## src/rtl/booth_pkg.sv

```systemverilog
// Shared types and width helpers for the sequential Booth multiplier.
// Build option: define BOOTH_SIGNED_EN for two's-complement operands and product.
package booth_pkg;

    typedef enum logic [1:0] {
        ST_IDLE = 2'd0,
        ST_RUN  = 2'd1,
        ST_DONE = 2'd2
    } state_t;

`ifdef BOOTH_SIGNED_EN
    localparam int IW_EXTRA = 0;
`else
    // Unsigned operands get a zero guard bit so 2^W-1 stays positive inside Booth.
    localparam int IW_EXTRA = 1;
`endif

    function automatic int calc_iw(input int width);
        return width + IW_EXTRA;
    endfunction

    function automatic int calc_cnt_w(input int width);
        return $clog2(calc_iw(width) + 1);
    endfunction

endpackage

```

## src/rtl/booth_step.sv

```systemverilog
// One radix-2 Booth iteration: add/subtract/hold on A, then arithmetic shift of {A,Q,q_m1}.
module booth_step #(
    parameter int IW = 9
) (
    input  logic [IW-1:0] a_in,
    input  logic [IW-1:0] q_in,
    input  logic          q_m1_in,
    input  logic [IW-1:0] m_in,
    output logic [IW-1:0] a_out,
    output logic [IW-1:0] q_out,
    output logic          q_m1_out
);

    logic [IW-1:0] sum;

    // Wrapping add/sub is intentional; the Booth recoding keeps the result exact.
    always_comb begin
        sum = a_in;
        case ({q_in[0], q_m1_in})
            2'b01:   sum = a_in + m_in;
            2'b10:   sum = a_in - m_in;
            default: sum = a_in;
        endcase
    end

    assign a_out[IW-1] = sum[IW-1];
    assign q_out[IW-1] = sum[0];
    assign q_m1_out    = q_in[0];

    for (genvar gi = 0; gi < IW - 1; gi++) begin : g_shift
        assign a_out[gi] = sum[gi+1];
        assign q_out[gi] = q_in[gi+1];
    end

endmodule

```

## src/rtl/seq_booth_multplr.sv

```systemverilog
// Sequential radix-2 Booth multiplier with start/done handshake and registered product.
// Build option: BOOTH_SIGNED_EN selects signed operands (default build is unsigned).
module seq_booth_multplr
    import booth_pkg::*;
#(
    parameter int WIDTH = 8
) (
    input  logic               clk,
    input  logic               clr,
    input  logic               start,
    input  logic [WIDTH-1:0]   a,
    input  logic [WIDTH-1:0]   b,
    output logic               busy,
    output logic               done,
    output logic [2*WIDTH-1:0] product
);

    localparam int IW    = calc_iw(WIDTH);
    localparam int CNT_W = calc_cnt_w(WIDTH);

    state_t               state_reg, state_next;
    logic [IW-1:0]        m_reg, m_next;
    logic [IW-1:0]        a_reg, a_next;
    logic [IW-1:0]        q_reg, q_next;
    logic                 q_m1_reg, q_m1_next;
    logic [CNT_W-1:0]     cnt_reg, cnt_next;
    logic [2*WIDTH-1:0]   product_reg, product_next;

    logic [IW-1:0]        m_ext, b_ext;
    logic [IW-1:0]        a_step, q_step;
    logic                 q_m1_step;
    logic [2*IW-1:0]      aq_step;

`ifdef BOOTH_SIGNED_EN
    assign m_ext = a;
    assign b_ext = b;
`else
    assign m_ext = {1'b0, a};
    assign b_ext = {1'b0, b};
    // Guard-bit half of the wide result never reaches the product.
    logic unused_hi;
    assign unused_hi = ^aq_step[2*IW-1:2*WIDTH];
`endif

    booth_step #(.IW(IW)) u_step (
        .a_in     (a_reg),
        .q_in     (q_reg),
        .q_m1_in  (q_m1_reg),
        .m_in     (m_reg),
        .a_out    (a_step),
        .q_out    (q_step),
        .q_m1_out (q_m1_step)
    );

    assign aq_step = {a_step, q_step};

    always_comb begin
        state_next   = state_reg;
        m_next       = m_reg;
        a_next       = a_reg;
        q_next       = q_reg;
        q_m1_next    = q_m1_reg;
        cnt_next     = cnt_reg;
        product_next = product_reg;
        case (state_reg)
            ST_IDLE: begin
                if (start) begin
                    m_next     = m_ext;
                    q_next     = b_ext;
                    a_next     = '0;
                    q_m1_next  = 1'b0;
                    cnt_next   = CNT_W'(IW);
                    state_next = ST_RUN;
                end
            end
            ST_RUN: begin
                a_next    = a_step;
                q_next    = q_step;
                q_m1_next = q_m1_step;
                cnt_next  = cnt_reg - 1'b1;
                // Last iteration: the stepped value is the final product.
                if (cnt_reg == CNT_W'(1)) begin
                    product_next = aq_step[2*WIDTH-1:0];
                    state_next   = ST_DONE;
                end
            end
            ST_DONE: state_next = ST_IDLE;
            default: state_next = ST_IDLE;
        endcase
    end

    always_ff @(posedge clk) begin
        if (clr) begin
            state_reg   <= ST_IDLE;
            m_reg       <= '0;
            a_reg       <= '0;
            q_reg       <= '0;
            q_m1_reg    <= 1'b0;
            cnt_reg     <= '0;
            product_reg <= '0;
        end else begin
            state_reg   <= state_next;
            m_reg       <= m_next;
            a_reg       <= a_next;
            q_reg       <= q_next;
            q_m1_reg    <= q_m1_next;
            cnt_reg     <= cnt_next;
            product_reg <= product_next;
        end
    end

    assign busy    = (state_reg == ST_RUN);
    assign done    = (state_reg == ST_DONE);
    assign product = product_reg;

endmodule

```

## config.mk

```make
export PLATFORM = sky130hd
export DESIGN_NAME = seq_booth_multplr
export DESIGN_NICKNAME = d
export VERILOG_FILES = /design/src/rtl/booth_pkg.sv /design/src/rtl/booth_step.sv /design/src/rtl/seq_booth_multplr.sv
export SDC_FILE = /design/constraint.sdc
export NUM_CORES = 1
export LEC_CHECK = 0
export CORE_MARGIN = 2
export CORE_UTILIZATION = 55
export CTS_CLUSTER_DIAMETER = 30
export CTS_CLUSTER_SIZE = 28
export DETAILED_ROUTE_END_ITERATION = 16
export PLACE_DENSITY = 0.79
export SLEW_MARGIN = 10
export SYNTH_ARGS = -nofsm -noshare
export SYNTH_HDL_FRONTEND = slang
export SYNTH_HIERARCHICAL = 1
export SYNTH_SLANG_ARGS = --single-unit
```

## constraint.sdc

```tcl
create_clock -name clk -period 3.2 [get_ports clk]
set_clock_uncertainty 0.2 [all_clocks]
set_input_delay 0.8 -clock clk [delete_from_list [all_inputs] [get_ports clk]]
set_output_delay 0.8 -clock clk [all_outputs]
set_load 0.02 [all_outputs]
```

==> results of run 1 <==
cell usage after synthesis, drive strengths merged:
cell type and number:
a211oi 3, xor2 3, mux2 1, a22o 16, or3 1, a31oi 3
fa 1, mux2i 2, a21oi 34, o21a 2, o21ai 8, xnor2 7
o211ai 2, o31ai 2, ha 12, a211o 1, conb 1, o21bai 2
a21boi 1, nor2 16, clkbuf 13, buf 17, nor3b 1, or2b 2
nand2 36, a22oi 2, nor3 15, a32oi 1, nand2b 11, nor4b 1
dfxtp 49, nand3b 1, and4 1, nor4 2, or3b 11, a311oi 1
nor2b 4, nand3 13, o311a 1, o21ba 2, inv 10
critical path: cells and delay by family (launching register included):
family	cells	cell delay (ns)
fa+ha+maj	2	0.57
mux	1	0.25
simple gates	2	0.21
compound gates	5	1.13
buf+inv	1	0.09
flops	1	0.42
routing by layer:
layer	GRT usage, %	vias to the layer above
met5	0	-
met4	6.06	0
met3	3.70	5
met2	37.1	48
met1	30.3	1057
li1	-	1122
cell usage in the layout (no fill, tap or decap), types with 2 or more instances in the layout:
cell	synthesis	final
nand2_1	36	36
o21a_1	2	2
nand3_1	13	13
buf_4	11	5
conb_1	1	3
ha_1	12	11
a22o_1	10	10
clkbuf_8	0	5
mux2i_1	2	2
o31ai_1	2	2
xnor2_1	7	7
a31oi_1	3	3
nand2b_1	11	11
clkdlybuf4s50_1	0	36
o21ai_1	3	3
or2b_1	2	2
nor4_1	2	2
o211ai_1	2	2
a21oi_1	34	34
nor2b_1	4	4
inv_1	10	10
o21bai_1	2	2
nor2_1	16	16
dfxtp_1	49	49
or3b_2	9	9
a22oi_1	2	2
nor3_1	13	12
nor3_2	1	2
xor2_1	3	3
a22o_2	6	6
a211oi_1	2	2
o21ai_0	5	5
worst max-delay path by stage:
| stage | from | endpoint | slack (ns) | depth (start not counted) |
|---|---|---|---|---|
| CTS | q_reg[0] | a_reg[6] | 0.18 | 10 |
| global route | m_reg[0] | a_reg[6] | 0.03 | 11 |
| finish | m_reg[0] | a_reg[6] | 0.25 | 11 |
| detailed placement | q_reg[0] | a_reg[6] | 0.23 | 10 |
| floorplan | q_reg[0] | a_reg[8] | 0.42 | 12 |
| global placement | m_reg[3] | a_reg[6] | 0.31 | 9 |
logic make-up (layout without fill, tap and decap cells):
logic type                 after synthesis  in the layout
other                                    1              3
AOI/OAI and AO/OA                       81             81
xor gates and xnor gates                10             10
buffers and inverters                   40             59
DFF                                     49             49
adders and majority gates               13             13
muxes                                    3              3
and+or+nand+nor                        115            115
final cells by class:
type	count	area share, %
Multi-Input combinational cell	225	48.3
Clock buffer	5	2.26
Sequential cell	49	32.2
Inverter	10	1.23
Timing Repair Buffer	41	13.0
Clock inverter	3	0.820
Tap cell	54	2.21
metrics by stage:
stage,area [µm²],total power [mW],worst slack [ns]
floorplan,2670,1.05,0.425
global placement,2950,1.13,0.308
detailed placement,2950,1.14,0.229
CTS,3040,1.51,0.181
global route,3050,1.60,0.0256
finish,3050,1.51,0.254
power groups by stage:
stage | Combinational (mW) | Clock (mW) | Sequential [mW]
floorplan | 0.366 | 0 | 0.687
global placement | 0.438 | 0 | 0.692
detailed placement | 0.448 | 0 | 0.693
CTS | 0.452 | 0.379 | 0.679
global route | 0.508 | 0.404 | 0.685
finish | 0.455 | 0.377 | 0.680
repair_timing:
action | CTS | global route
hold endpoints to repair | 0 | 0
gates resized for setup | 0 | 2
setup endpoints to repair | 0 | 3
==> results.cfg, run 1 <==
[synth]
share_of_the_synthesized_area_in_compound_gates_ao_oa_aoi_oai_pct = 20.4
yosys_warnings = 6
post_synth_fa_ha_maj_area_fraction_pct = 6.38
netlist.area_leader.share_pct = 36.8
synth.area.mux_share_pct = 1.17
ys_seq_elements = 49
synth.yosys.seq_area_share_pct = 36.8
synthDominantAreaCellType = dfxtp_1
yosys.cell_types.count = 54
synthesis.area_per_instance_um2 = 8.55
synth.area.top_cells = dfxtp_1 (37%), a21oi_1 (6.4%), ha_1 (5.6%)
synth_area_um2 = 2670
yosys.area_share.xor_xnor_pct = 3.28
netlist_instances = 312
synth_top_family_by_area = simple AND/OR/NAND/NOR gates
yosys.area_share.simple_pct = 23.3

[floorplan]
floorplan.core_area_um2 = 4690
die-width_um = 73.6
row_count = 25
ioPinCount = 37
floorplan.die.height_um = 73.6
floorplan.die_area_um2 = 5420
floorplan.initialDensity_pct = 56.8

[clocking]
cts_tree = built
postCtsHoldBufs = 0
inserted_clock_buffers = 5
post-cts-setup-buffer-count = 0
htree_levels = 2
ctsRootBufferMaster = clkbuf_8
cts_sinks = 49
clk_pin_slew_ns = 0.10
ctsLongestPathBuffers = 2
clkLatencyLatePin_ns = 0.30

[pwr]
switching_share_pct = 33.3
share_seq_of_total_power_pct = 44.9
p_int_mw = 1.01
power_leakage_nw = 1.15
share_comb_of_total_power_pct = 30.1
switching_power_mw = 0.504
clockPowerShare_pct = 25.0
pwr_density_cell_nw_per_um2 = 496
max-vdd-ir-drop_mv = 0.336

[drt]
wl_met1_mm = 2.57
routed_wire_length_on_met3_um = 254
detail_route.vias_per_cell = 5.77
firstDrtPassIters = 4
detail_route.drc_violations = 0
initialDrtViolationCount = 96
routed-via-count = 2232
final_antenna_net_count = 0
top_signal_layer_used = met4
routed_wl_mm = 5.66
routed-wl-met2_mm = 2.80
routedWlPerCell_um = 14.6

[timing]
min_period_ns = 2.95
final_min_period_over_clock_period_pct = 92.1
hold_slack_ns = 0.272
max_freq_ghz = 0.339
hold_violations = 0
number_of_setup_violations_in_the_final_report = 0
relSlewSlack_pct = 54.5
timing_max_transition_violations_final = 0
rsz_0062_raised_after_global_routing = false
worst_slew_pin_slew_ns = 0.680
setup-tns-final_ns = 0

[worst_setup_path]
r2r_cells = 11
timing_worst_setup_path_type = reg -> reg
timing.rr.end = a_reg[6]
start_kind = flip-flop
crit_path_frequent_cell = ha_1
r2r_slack_ns = 0.25
critical_path_required_ns = 3.24
timing.critical_path.arrival_ns = 2.99
cpPeakStageDelay_ns = 0.42
r2r-start = m_reg[0]
cp_cell_sequence = inv_1, ha_1, mux2i_1, ha_1, nor2b_1, o21ai_1, a21boi_1, o311a_1, a211oi_1, nand2_1, a21oi_1
maximum_fanout_count_along_the_critical_path = 5
endpoint_kind = flip-flop
crit_path_top_delay_cell = dfxtp_1

[worst_hold_path]
worstHoldPathType = reg -> reg
min-delay-start = a_reg[0]
hold_end = a_reg[0]
hold_depth = 2

[placed_design]
gp_congestion = 0.875
place_hpwl_mm = 4.02
io_buffers = 36
post-place-cells = 379

[final_layout]
finalNonFillerCells = 387
ant_cells = 0
finish.utilization_pct = 65.0
multiInputGateArea_um2 = 1470
final_nets = 364
layout-area-overhead-vs-synth_pct = 14.4
drive_gt1_share_pct = 11.4
largest_register_ffs = 16
fillers = 411
layout.area.seq_um2 = 981

[global_route]
antenna_found_initial = 0
grt_first_pass_wirelength_mm = 9.63
total_grt_usage_pct = 22.4
grt_max_degree = 32
grt_pass1_vias = 2104
global_route.overflow_total = 0

[flow_run]
drv.max_cap_violation_count = 0

[run_status]
status = finished clean
Note: power is estimated with default switching activity, not from simulation.
==> run 2: changes to the inputs <==
ABC_AREA = 1   (was unset)
==> run 2 against run 1 <==
- maximum frequency is 8.9% higher
- total power is 5.9% lower
- global-route usage is 1.2 points higher
- first-iteration DRC count is 60% higher
- die area is 1.3% higher
- non-clock buffer count is 1 lower
- clock power is 2% lower
- combinational power is 15% lower
- sequential share of layout area is 0.86 points lower
- largest power group unchanged
==> results.cfg, run 2 <==
[timing]
finalWorstSetupSlack_ns = 0.496
min_period_ns = 2.70
max_freq_ghz = 0.370
number_of_setup_violations_in_the_final_report = 0
hold_violations = 0
setup-tns-final_ns = 0
timing_max_transition_violations_final = 0
final_min_period_over_clock_period_pct = 84.5
worst_slew_pin_slew_ns = 0.508
relSlewSlack_pct = 66.1
rsz_0062_raised_after_global_routing = false

[worst_setup_path]
timing.critical_path.arrival_ns = 2.73
crit_path_top_delay_cell = dfxtp_1
critical_path_required_ns = 3.23
crit_path_frequent_cell = nand2_1
timing_worst_setup_path_type = reg -> reg
r2r-start = q_reg[0]
maximum_fanout_count_along_the_critical_path = 7
cp_cell_sequence = ha_1, inv_2, nand2_1, xor2_1, inv_1, ha_1, or2_4, nand2_1, o21bai_1, a21oi_1, o21ai_0, nand2_1, nand2_1, a21oi_1
endpoint_kind = flip-flop
worstSetupStartpoint = q_reg[0]
cpPeakStageDelay_ns = 0.38
start_kind = flip-flop

[synth]
yosys_warnings = 6
yosys.cell_types.count = 31
netlist_instances = 403
synthDominantAreaCellType = dfxtp_1
netlist.area_leader.share_pct = 36.3
ys_seq_elements = 49
synth.yosys.seq_area_share_pct = 36.3
synth_edf_count = 0
synth-async-reset-ratio_pct = 0
synthesis.area_per_instance_um2 = 6.71
ys_dominant_reg_cell = dfxtp_1
synth.area.top_cells = dfxtp_1 (36%), nand2_1 (16%), nand3_1 (9.4%)
synth_area_um2 = 2700
synth.cells.most_frequent = nand2_1 (112), nand3_1 (51), nor2_1 (51)
yosysMostFrequentCell = nand2_1

[placed_design]
place_hpwl_mm = 4.25
dpl_worst_slack_ns = 0.567
gp_congestion = 0.844
post-place-cells = 487
placed_area_um2 = 3050
io_buffers = 36

[worst_hold_path]
worstHoldPathType = reg -> reg
min-delay-start = q_m1_reg

[clocking]
clkLatencyLatePin_ns = 0.30
cts_tree = built
ctsLongestPathBuffers = 2
cts_sinks = 49
post-cts-setup-buffer-count = 0
cts-resized-gates = 0
clk_pin_slew_ns = 0.08
inserted_clock_buffers = 5
htree_levels = 2
ctsRootBufferMaster = clkbuf_8
postCtsHoldBufs = 0

[drt]
routed_wl_mm = 5.87
detail_route.vias_per_cell = 5.15
final_antenna_net_count = 0
routed-via-count = 2545
routedWlPerCell_um = 11.9
initialDrtViolationCount = 154
detail_route.drc_violations = 0
firstDrtPassIters = 4

[final_layout]
mostFrequentLayoutCells = nand2_1 (112), nor2_1 (51), nand3_1 (51), dfxtp_1 (49), clkdlybuf4s50_1 (36)
largest_register_ffs = 16
ant_cells = 0
final_nets = 459
layout-area-overhead-vs-synth_pct = 15.9
layout_commonest_cell = nand2_1
drive_gt1_share_pct = 5.85
postLayoutCellArea_um2 = 3130
finalNonFillerCells = 494

[flow_run]
drv.max_cap_violation_count = 0

[floorplan]
die-width_um = 74.1
row_count = 25
floorplan.initialDensity_pct = 57.2
floorplan.core_area_um2 = 4720
ioPinCount = 37
floorplan.die_area_um2 = 5490
floorplan.die.height_um = 74.1

[global_route]
antenna_found_initial = 0
global_route.overflow_total = 0
grt_busiest_layer = met2
groute.layer.met2.usage_pct = 41.5
grt_max_degree = 26
grtUsageMet3_pct = 5.15
grt_first_pass_wirelength_mm = 10.2
grt_pass1_vias = 2385
total_grt_usage_pct = 23.6
gr-usage-met1_pct = 29.5

[pwr]
pwr_density_cell_nw_per_um2 = 454
max-vdd-ir-drop_mv = 0.357
power_leakage_nw = 1.46

[run_status]
status = finished clean
## run 2: changes by cell type after synthesis, moves of 13 or more
cell	before	now
inv_1	10	35
o21ai_0	5	18
a21oi_1	34	20
nand2_1	36	112
nor2_1	16	51
nor3_1	13	0
nand3_1	13	51
## run 2: layout make-up
cell class	instances	area (µm²)
tap	67	83.8
fill	447	1590
timing repair buffer	40	403
sequential	49	981
clock buffer	7	86.3
multi-input combinational	293	1440
inverter	38	143
## run 2: final timing paths
check | endpoint | slack (ns) | depth (start not counted)
worst min-delay path | q_m1_reg | 0.27 | 2
worst max-delay path | a_reg[5] | 0.50 | 14
worst max register to register | a_reg[5] | 0.50 | 14
worst min register to register | q_m1_reg | 0.27 | 2
## run 2: where the power goes
group,internal [mW],switching [mW]
sequential,0.640,0.0296
clock,0.172,0.197
combinational,0.150,0.235
## run 2: routing by layer
| metal | up-vias | wire length [µm] |
|---|---|---|
| met5 | - | 0 |
| met4 | 0 | 68 |
| met3 | 7 | 286 |
| met2 | 56 | 2790 |
| met1 | 1165 | 2720 |
| li1 | 1317 | - |
## run 2: cells by family (layout without fill, tap and decap cells)
logic type / after synthesis / count (layout) / share of synthesized area (%)
AO/OA/AOI/OAI: 44 / 44 / 8.70
other: 1 / 2 / 0.139
buffers and inverters: 62 / 85 / 10.7
XOR/XNOR: 6 / 6 / 1.94
flip-flops: 49 / 49 / 36.3
AND/OR/NAND/NOR: 228 / 228 / 36.0
adder cells (fa/ha/maj): 13 / 13 / 6.29
## run 2: through the flow
stage	hold WS (ns)	power, mW	utilization (%)
finish	0.272	1.42	66.4
global route	0.294	1.52	66.4
CTS	0.278	1.43	66.4
detailed placement	0.264	1.07	64.5
global placement	0.252	1.06	64.5
floorplan	0.234	0.978	-
## run 2: critical path: cells and delay by family (launching register included)
family,cells,cell delay [ns]
AND/OR/NAND/NOR,5,0.60
flip-flops,1,0.38
buffers and inverters,2,0.17
AO/OA/AOI/OAI,4,0.48
adder cells (fa/ha/maj),2,0.64
XOR/XNOR,1,0.17
==> run 3: changes to the inputs <==
CORE_UTILIZATION = 49   (was 55)
PLACE_DENSITY = 0.74   (was 0.79)
clock period = 2.2 ns   (was 3.2 ns; I/O delays follow)
==> run 3 against run 2 <==
- the flow now finishes with violations (setup timing)
- combinational power rose by 120%
- die area rose by 12%
- setup slack got worse by 0.68 ns
- register-to-register slack got worse by 0.68 ns
- critical path depth rose by 3
- via count rose by 2.8%
- largest cell class unchanged
- largest power group unchanged
- highest routed layer unchanged
==> results.cfg, run 3 (synthesis results as in run 2) <==
[run_status]
status = complete, but fails checks
violations_in_the_final_reports = setup timing

[timing]
rsz_0062_raised_after_global_routing = true
finalWorstSetupSlack_ns = -0.185
timing_max_transition_violations_final = 0
min_period_ns = 2.39
hold_violations = 0
max_freq_ghz = 0.419
final_min_period_over_clock_period_pct = 108
number_of_setup_violations_in_the_final_report = 10
setup-tns-final_ns = -1.10

[floorplan]
floorplan.initialDensity_pct = 50.0
floorplan.core_area_um2 = 5410
ioPinCount = 37
row_count = 27
floorplan.die.height_um = 78.3
die-width_um = 78.3
floorplan.die_area_um2 = 6130

[final_layout]
layout_commonest_cell = nand2_1
postLayoutCellArea_um2 = 3590
finalNonFillerCells = 523
mostFrequentLayoutCells = nand2_1 (101), nor2_1 (48), nand3_1 (47), dfxtp_1 (44), clkdlybuf4s50_1 (34)
largest_register_ffs = 16
finish.utilization_pct = 66.3
layout-area-overhead-vs-synth_pct = 32.6
final_nets = 482
drive_gt1_share_pct = 20.6
ant_cells = 0

[placed_design]
gp_congestion = 0.900
place_hpwl_mm = 4.44
io_buffers = 36
post-place-cells = 511
placed_area_um2 = 3290

[worst_hold_path]
worstHoldPathType = reg -> reg

[drt]
routed-via-count = 2616
detail_route.drc_violations = 0
initialDrtViolationCount = 182
final_antenna_net_count = 0
routed_wl_mm = 6.40
routedWlPerCell_um = 12.2
detail_route.vias_per_cell = 5.00
firstDrtPassIters = 4

[worst_setup_path]
timing.critical_path.arrival_ns = 2.43
maximum_fanout_count_along_the_critical_path = 3
cpPeakStageDelay_ns = 0.34
timing_worst_setup_path_type = reg -> reg
critical_path_required_ns = 2.25
endpoint_kind = flip-flop
crit_path_frequent_cell = nand2_1
cp_cell_sequence = inv_2, ha_4, nand2_4, nor2_4, nor2_2, xnor2_1, ha_1, nand2_1, nor2_1, nand3_1, nand2_2, inv_1, nand2_2, nand4_1, nand2_1, nand2_1, a21oi_2
start_kind = flip-flop
crit_path_top_delay_cell = dfxtp_2

[clocking]
ctsLongestPathBuffers = 2
cts_tree = built
cts_sinks = 49
inserted_clock_buffers = 5
ctsRootBufferMaster = clkbuf_8
clkLatencyLatePin_ns = 0.30
htree_levels = 2
clk_pin_slew_ns = 0.10

[global_route]
grt_max_degree = 43
grt_first_pass_wirelength_mm = 11.1
grt_pass1_vias = 2623
global_route.overflow_total = 0
total_grt_usage_pct = 22.3
antenna_found_initial = 0

[flow_run]
drv.max_cap_violation_count = 0

[pwr]
power_leakage_nw = 1.64
max-vdd-ir-drop_mv = 0.469
power_mw = 2.45
pwr_density_cell_nw_per_um2 = 685
[run 3: area by class of cell]
cell class	instances	area [µm²]
inverter	38	148
clock inverter	3	43.8
multi-input combinational	293	1660
timing repair buffer	63	593
sequential	49	987
fill	494	1820
clock buffer	5	68.8
tap	72	90.1
[run 3: repair_timing]
| action | CTS | global route |
|---|---|---|
| hold buffers | 0 | 0 |
| gates resized for setup | 24 | 22 |
| setup endpoints to repair | 13 | 13 |
| pin swaps | 27 | 20 |
| setup buffers | 1 | 3 |
| hold endpoints to repair | 0 | 0 |
| gates cloned | 0 | 0 |
[run 3: final timing paths]
check,from,to,slack (ns),cells after the start
worst max register to register,m_reg[0],a_reg[8],-0.19,17
worst min-delay path,q_m1_reg,q_m1_reg,0.27,2
worst min register to register,q_m1_reg,q_m1_reg,0.27,2
worst max-delay path,m_reg[0],a_reg[8],-0.19,17
[run 3: through the flow]
| step | worst slack, ns | hold WS [ns] |
|---|---|---|
| final | -0.185 | 0.271 |
| after global routing | -0.391 | 0.297 |
| after CTS | -0.0986 | 0.277 |
| after detailed placement | -0.219 | 0.264 |
| after global placement | -0.191 | 0.252 |
| after floorplan | -0.0335 | 0.234 |
[run 3: report_power, final]
part / internal (mW) / switching, mW
clock network: 0.341 / 0.312
registers: 0.933 / 0.0404
logic: 0.375 / 0.454
[run 3: worst max-delay path, delay by kind of cell (launching register included)]
family / cells / cell delay [ns]
compound gates: 1 / 0.13
simple gates: 11 / 0.88
xor+xnor: 1 / 0.13
flops: 1 / 0.34
fa+ha+maj: 2 / 0.50
buf+inv: 2 / 0.14
[run 3: layer usage]
metal | routed length, µm | vias up | global-route usage, %
li1 | - | 1364 | -
met1 | 2800 | 1186 | 26.2
met2 | 3230 | 54 | 40.9
met3 | 234 | 12 | 3.56
met4 | 132 | 0 | 8.42
met5 | 0 | - | 0
